<file path="src/rtl/lcd_bus_driver.sv">
// rtl/lcd_bus_driver.sv - 8-bit LCD write driver: power-up init ROM, edge-triggered requests, 1-entry holding buffer
module lcd_bus_driver #(
  parameter int T_PWRUP = 300000,
  parameter int T_EXEC  = 800,
  parameter int T_CLR   = 32800,
  parameter int T_SU    = 2,
  parameter int T_EH    = 12,
  parameter int T_HD    = 2
) (
  input  logic       clk_20m,
  input  logic       rst,
  input  logic       wr,
  input  logic       dr,
  input  logic [7:0] dbi,
  input  logic [7:0] direc,
  output logic       lcd_rs,
  output logic       lcd_rw,
  output logic       lcd_e,
  output logic [7:0] lcd_db,
  output logic       ready,
  output logic       ovf
);
  localparam int T_MAX = (T_PWRUP > T_CLR) ? T_PWRUP : T_CLR;
  localparam int CW    = $clog2(T_MAX + 1);

  typedef enum logic [2:0] {PWR_WAIT, INIT, IDLE, SETUP, E_HIGH, HOLD, EXEC_WAIT} state_t;

  state_t        state;
  logic [CW-1:0] cnt;
  logic [2:0]    init_idx;
  logic          init_done;
  logic          wr_q, dr_q;
  logic          buf_full, buf_rs;
  logic [7:0]    buf_byte;
  logic          wr_edge, dr_edge, deq, last;
  logic [7:0]    rom_byte;
  logic [CW-1:0] exec_load;

  assign wr_edge = wr & ~wr_q;
  assign dr_edge = dr & ~dr_q;
  assign deq     = (state == IDLE) && buf_full;
  // Every timed state loads N and leaves when the count reaches 1, so it lasts exactly N clocks.
  assign last    = (cnt <= CW'(1));
  assign lcd_rw  = 1'b0;
  assign ready   = init_done & ~buf_full;

  // Clear-display and return-home need the long execution time.
  assign exec_load = (!lcd_rs && (lcd_db == 8'h01 || lcd_db == 8'h02)) ? CW'(T_CLR) : CW'(T_EXEC);

  always_comb begin
    rom_byte = 8'h06;
    case (init_idx)
      3'd0, 3'd1, 3'd2: rom_byte = 8'h38;
      3'd3:             rom_byte = 8'h0C;
      3'd4:             rom_byte = 8'h01;
      default:          rom_byte = 8'h06;
    endcase
  end

  always_ff @(posedge clk_20m or negedge rst) begin
    if (!rst) begin
      state     <= PWR_WAIT;
      cnt       <= CW'(T_PWRUP);
      init_idx  <= 3'd0;
      init_done <= 1'b0;
      wr_q      <= 1'b0;
      dr_q      <= 1'b0;
      buf_full  <= 1'b0;
      buf_rs    <= 1'b0;
      buf_byte  <= 8'h00;
      ovf       <= 1'b0;
      lcd_e     <= 1'b0;
      lcd_rs    <= 1'b0;
      lcd_db    <= 8'h00;
    end else begin
      wr_q <= wr;
      dr_q <= dr;

      // Instruction wins a tie; a dequeue in the same clock frees the slot for the new request.
      if (wr_edge && dr_edge) ovf <= 1'b1;
      if (wr_edge || dr_edge) begin
        if (!buf_full || deq) begin
          buf_full <= 1'b1;
          buf_rs   <= ~dr_edge;
          buf_byte <= dr_edge ? direc : dbi;
        end else begin
          ovf <= 1'b1;
        end
      end else if (deq) begin
        buf_full <= 1'b0;
      end

      case (state)
        PWR_WAIT: begin
          if (last) state <= INIT;
          else      cnt   <= cnt - CW'(1);
        end
        INIT: begin
          lcd_rs <= 1'b0;
          lcd_db <= rom_byte;
          cnt    <= CW'(T_SU);
          state  <= SETUP;
        end
        IDLE: begin
          if (buf_full) begin
            lcd_rs <= buf_rs;
            lcd_db <= buf_byte;
            cnt    <= CW'(T_SU);
            state  <= SETUP;
          end
        end
        SETUP: begin
          if (last) begin
            lcd_e <= 1'b1;
            cnt   <= CW'(T_EH);
            state <= E_HIGH;
          end else cnt <= cnt - CW'(1);
        end
        E_HIGH: begin
          if (last) begin
            lcd_e <= 1'b0;
            cnt   <= CW'(T_HD);
            state <= HOLD;
          end else cnt <= cnt - CW'(1);
        end
        HOLD: begin
          if (last) begin
            cnt   <= exec_load;
            state <= EXEC_WAIT;
          end else cnt <= cnt - CW'(1);
        end
        EXEC_WAIT: begin
          if (last) begin
            if (init_done) begin
              state <= IDLE;
            end else if (init_idx == 3'd5) begin
              init_done <= 1'b1;
              state     <= IDLE;
            end else begin
              init_idx <= init_idx + 3'd1;
              state    <= INIT;
            end
          end else cnt <= cnt - CW'(1);
        end
        default: state <= PWR_WAIT;
      endcase
    end
  end
endmodule

</file>
<file path="config.mk">
export PLATFORM = sky130hd
export DESIGN_NAME = lcd_bus_driver
export DESIGN_NICKNAME = d
export VERILOG_FILES = /design/src/rtl/lcd_bus_driver.sv
export SDC_FILE = /design/constraint.sdc
export NUM_CORES = 1
export LEC_CHECK = 0
export ABC_AREA = 1
export CAP_MARGIN = 0
export CORE_AREA = 2 2 81 83
export DETAILED_ROUTE_END_ITERATION = 16
export DIE_AREA = 0 0 83 85
export PLACE_DENSITY = 0.85
export SETUP_SLACK_MARGIN = 0.5
export SYNTH_ARGS = -nofsm -noshare
export SYNTH_HDL_FRONTEND = slang
export SYNTH_SLANG_ARGS = --single-unit
</file>
<file path="constraint.sdc">
create_clock -name clk_20m -period 1.69 [get_ports clk_20m]
set_input_delay 0.338 -clock clk_20m [delete_from_list [all_inputs] [get_ports clk_20m]]
set_output_delay 0.338 -clock clk_20m [all_outputs]
set_load 0.01 [all_outputs]
</file>
==> impl_metrics.tcl <==
set metrics [dict create \
    p_leak_nw 2.37 \
    ys.flop_type "dfrtp_1" \
    power_density_mw_per_mm2 462 \
    status "finished, violations left" \
    gp_congestion 0.880 \
    hold_viol 0 \
    cts_inserted_buffers 5 \
    cts.path.max_buffers 2 \
    grt-ovfl-total 0 \
    crit_type "flop to flop" \
    drive_gt1_share_pct 47.4 \
    required_ns 1.91 \
    die_w_um 83 \
    path_buf_inv 1 \
    htreeDepth 2 \
    dp_hpwl_um 5920 \
    violations "negative setup slack" \
    syn_inst 406 \
    path_delay_family "simple AND/OR/NAND/NOR gates" \
    crit_path_cell_trace "nor2_2, nand3_1, nor2_1, nand2_2, nand2_4, nand2_4, nand2_8, buf_6, nand2_2, and2_4" \
    async_flop_share_pct 100 \
    p_clk_share_pct 41.8 \
    seqPwrFrac_pct 53.5 \
    critPathMaxFanout 6 \
    fmax_mhz 559 \
    vias 3354 \
    vias_per_cell 5.42 \
    yosysWarnings 0 \
    die_area_mm2 0.00706 \
    ys_ff_latch 49 \
    cts_sinks 49 \
    multiInputGateArea_mm2 0.00200 \
    grt_pass1_vias 3321 \
    wire_per_inst_um 15.8 \
    finalCriticalPeriod_ns 1.79 \
    worst_hold_slack_ns 0.404 \
    coreArea_mm2 0.00620 \
    synth-simple-area-share_pct 35.6 \
    synth-compound-area-share_pct 9.84 \
    skew_ns 0.00898 \
    cts_root_buffer "clkbuf_8" \
    die-height_um 85 \
    swShare_pct 23.6 \
    power_mw 2.20 \
    cts_tree "built" \
    firstDrtPassIters 5 \
    power_switching_uw 518 \
    cp-end-kind "flop" \
    grt_max_degree 46 \
    clk_pin_slew_ns 0.10 \
    setup_slack_ns -0.0990 \
    synth_area_mm2 0.00296 \
    dr.first_iter.drc_count 185 \
    rows 29 \
    synth-adder-area-share_pct 2.96 \
    period_share_pct 106 \
    antenna_found_initial 0 \
    synth_edf_count 0 \
    syn-num-nets 433 \
    initial_core_util_pct 47.7 \
    clock_latency_ns 0.32 \
    report.final.slew_viol_count 0 \
    ys_types 37 \
    synth-seq-area-share_pct 41.7 \
    fillerInstances 395 \
    io_buffers 31 \
    route.detailed.drc 0 \
    setup.worst_path.start_class "flop" \
    setup_viol 21 \
    maxCapViolations 0 \
    slowest_delay_ns 0.43 \
    register_area_mm2 0.00124 \
    peakVddDrop_mv 0.374 \
    nets 568 \
    slowest_stage "dfrtp_1" \
    synthXorXnorAreaFrac_pct 2.96 \
    area_growth_pct 60.8 \
    arrival_ns 2.01 \
    ios 33 \
    syn_area_per_cell_um2 7.29 \
    rsz0062_at_grt "true" \
    p_int_mw 1.68 \
    detail-route-antenna-nets 0 \
    wl_um 9790 \
    combPwrFrac_pct 4.7 \
    grt_pass1_wl_um 14600 \
    synth_top_family_by_area "simple AND/OR/NAND/NOR gates" \
    grt_usage_pct 25.2 \
    num_antenna_cells 0 \
    synth.area.mux_share_pct 0 \
    holdCritPathClass "primary input to async pin" \
]
==> Yosys cell counts (8+ instances only) <==
cell     number  area [µm²]
a21oi_1      10        50.1
a31oi_1       9        56.3
dfrtp_1      41        1030
dfstp_2       8         210
inv_1        37         139
nand2_1     123         462
nand3_1      19        95.1
nor2_1       66         248
nor3_1        8        40.0
o21ai_0      13        65.1
==> state kept, by name, summed over array words and instances (netlist names) <==
signal     flops
cnt           19
buf_byte       8
lcd_db         8
init_idx       3
state          3
buf_full       1
buf_rs         1
dr_q           1
init_done      1
lcd_e          1
lcd_rs         1
ovf            1
wr_q           1
==> logic make-up (layout without fill, tap and decap cells) <==
group,Yosys count,in the layout
compound gates,49,49
simple gates,241,241
flops,49,49
buf+inv,49,185
other cells,1,1
fa+ha+maj,7,7
xor+xnor,10,10
==> cell usage in the layout, fill, tap and decap left out, types with 2 or more instances in the layout <==
cell type        Yosys  final
nor3_2               0      2
nor2_2               7     25
clkdlybuf4s50_1      0     18
buf_4                1     78
o21ai_1              6      4
o211ai_1             3      3
buf_6                1     23
dfrtp_1             41     38
inv_6                0      2
nand3_1             19     16
nand2_2              3     18
dfrtp_2              0      3
ha_4                 0      5
nor2_1              66     32
nand3_2              4      7
o21ai_4              0      2
inv_2                7      9
xnor2_1              4      3
o21ai_0             13      3
o21ai_2              1     11
nand3b_1             2      2
inv_4                1      4
inv_1               37     31
nand2_8              0      2
nor3_1               8      5
ha_2                 0      2
dfstp_2              8      8
a21oi_4              0      2
a21oi_1             10      8
nand2_4              2      8
a21oi_2              3      3
nand2_1            123    100
a31oi_1              9      9
clkbuf_8             0      5
xor2_1               6      6
buf_2                2     10
nor2_4               3     19
==> area by class of cell <==
class / count / area share (%)
inverter: 45 / 4.13
clock inverter: 3 / 0.998
sequential: 49 / 26.0
multi-input combinational: 308 / 42.0
timing repair buffer: 131 / 23.2
clock buffer: 5 / 1.45
timing repair inverter: 1 / 0.131
tap: 77 / 2.02
==> power groups by stage <==
stage	Sequential (mW)	Clock, mW	Combinational, mW
after floorplan	1.20	0	0.0220
after global placement	1.20	0	0.0969
after detailed placement	1.20	0	0.101
after CTS	1.18	0.908	0.103
after global routing	1.18	0.956	0.115
final	1.18	0.919	0.103
==> repair_timing <==
action	in CTS	in global routing
hold buffers	1	0
buffers inserted	39	15
hold endpoints to repair	4	0
pin swaps	35	30
gates cloned	1	0
resized for setup	110	90
endpoints found under the setup margin	59	59
==> stage by stage <==
step	util (%)	TNS, ns	instances	worst slack [ns]	cell area [µm²]
5_1_grt	76.7	-4.46	619	-0.248	4760
2_1_floorplan	-	0	406	0.135	3040
4_1_cts	69.7	0	604	0.0392	4330
6_report	76.7	-1.19	619	-0.0990	4760
3_3_place_gp	60.6	-0.185	555	-0.0429	3760
3_5_place_dp	60.6	-0.842	555	-0.0836	3760
==> final timing paths <==
check	cells after the start	endpoint	slack, ns	start
max in group asynchronous	3	cnt[8]$_DFFE_PN1P_	0.76	rst
hold / removal	2	init_done$_DFFE_PN0P_	0.40	rst
hold reg to reg	1	ovf$_DFF_PN0_	0.50	ovf$_DFF_PN0_
setup reg to reg	10	cnt[1]$_DFFE_PN0P_	-0.1	cnt[3]$_DFFE_PN0P_
setup / recovery	10	cnt[1]$_DFFE_PN0P_	-0.1	cnt[3]$_DFFE_PN0P_
min in group clk_20m	1	wr_q$_DFF_PN0_	0.48	wr
==> layer usage <==
layer | wire (µm) | track usage [%] | vias up
met1 | 3680 | 28.5 | 1633
li1 | - | - | 1556
met3 | 456 | 4.67 | 36
met4 | 296 | 9.54 | 0
met2 | 5360 | 47.0 | 129
met5 | 0 | 0 | -
Power figures use the tool's default switching activity.
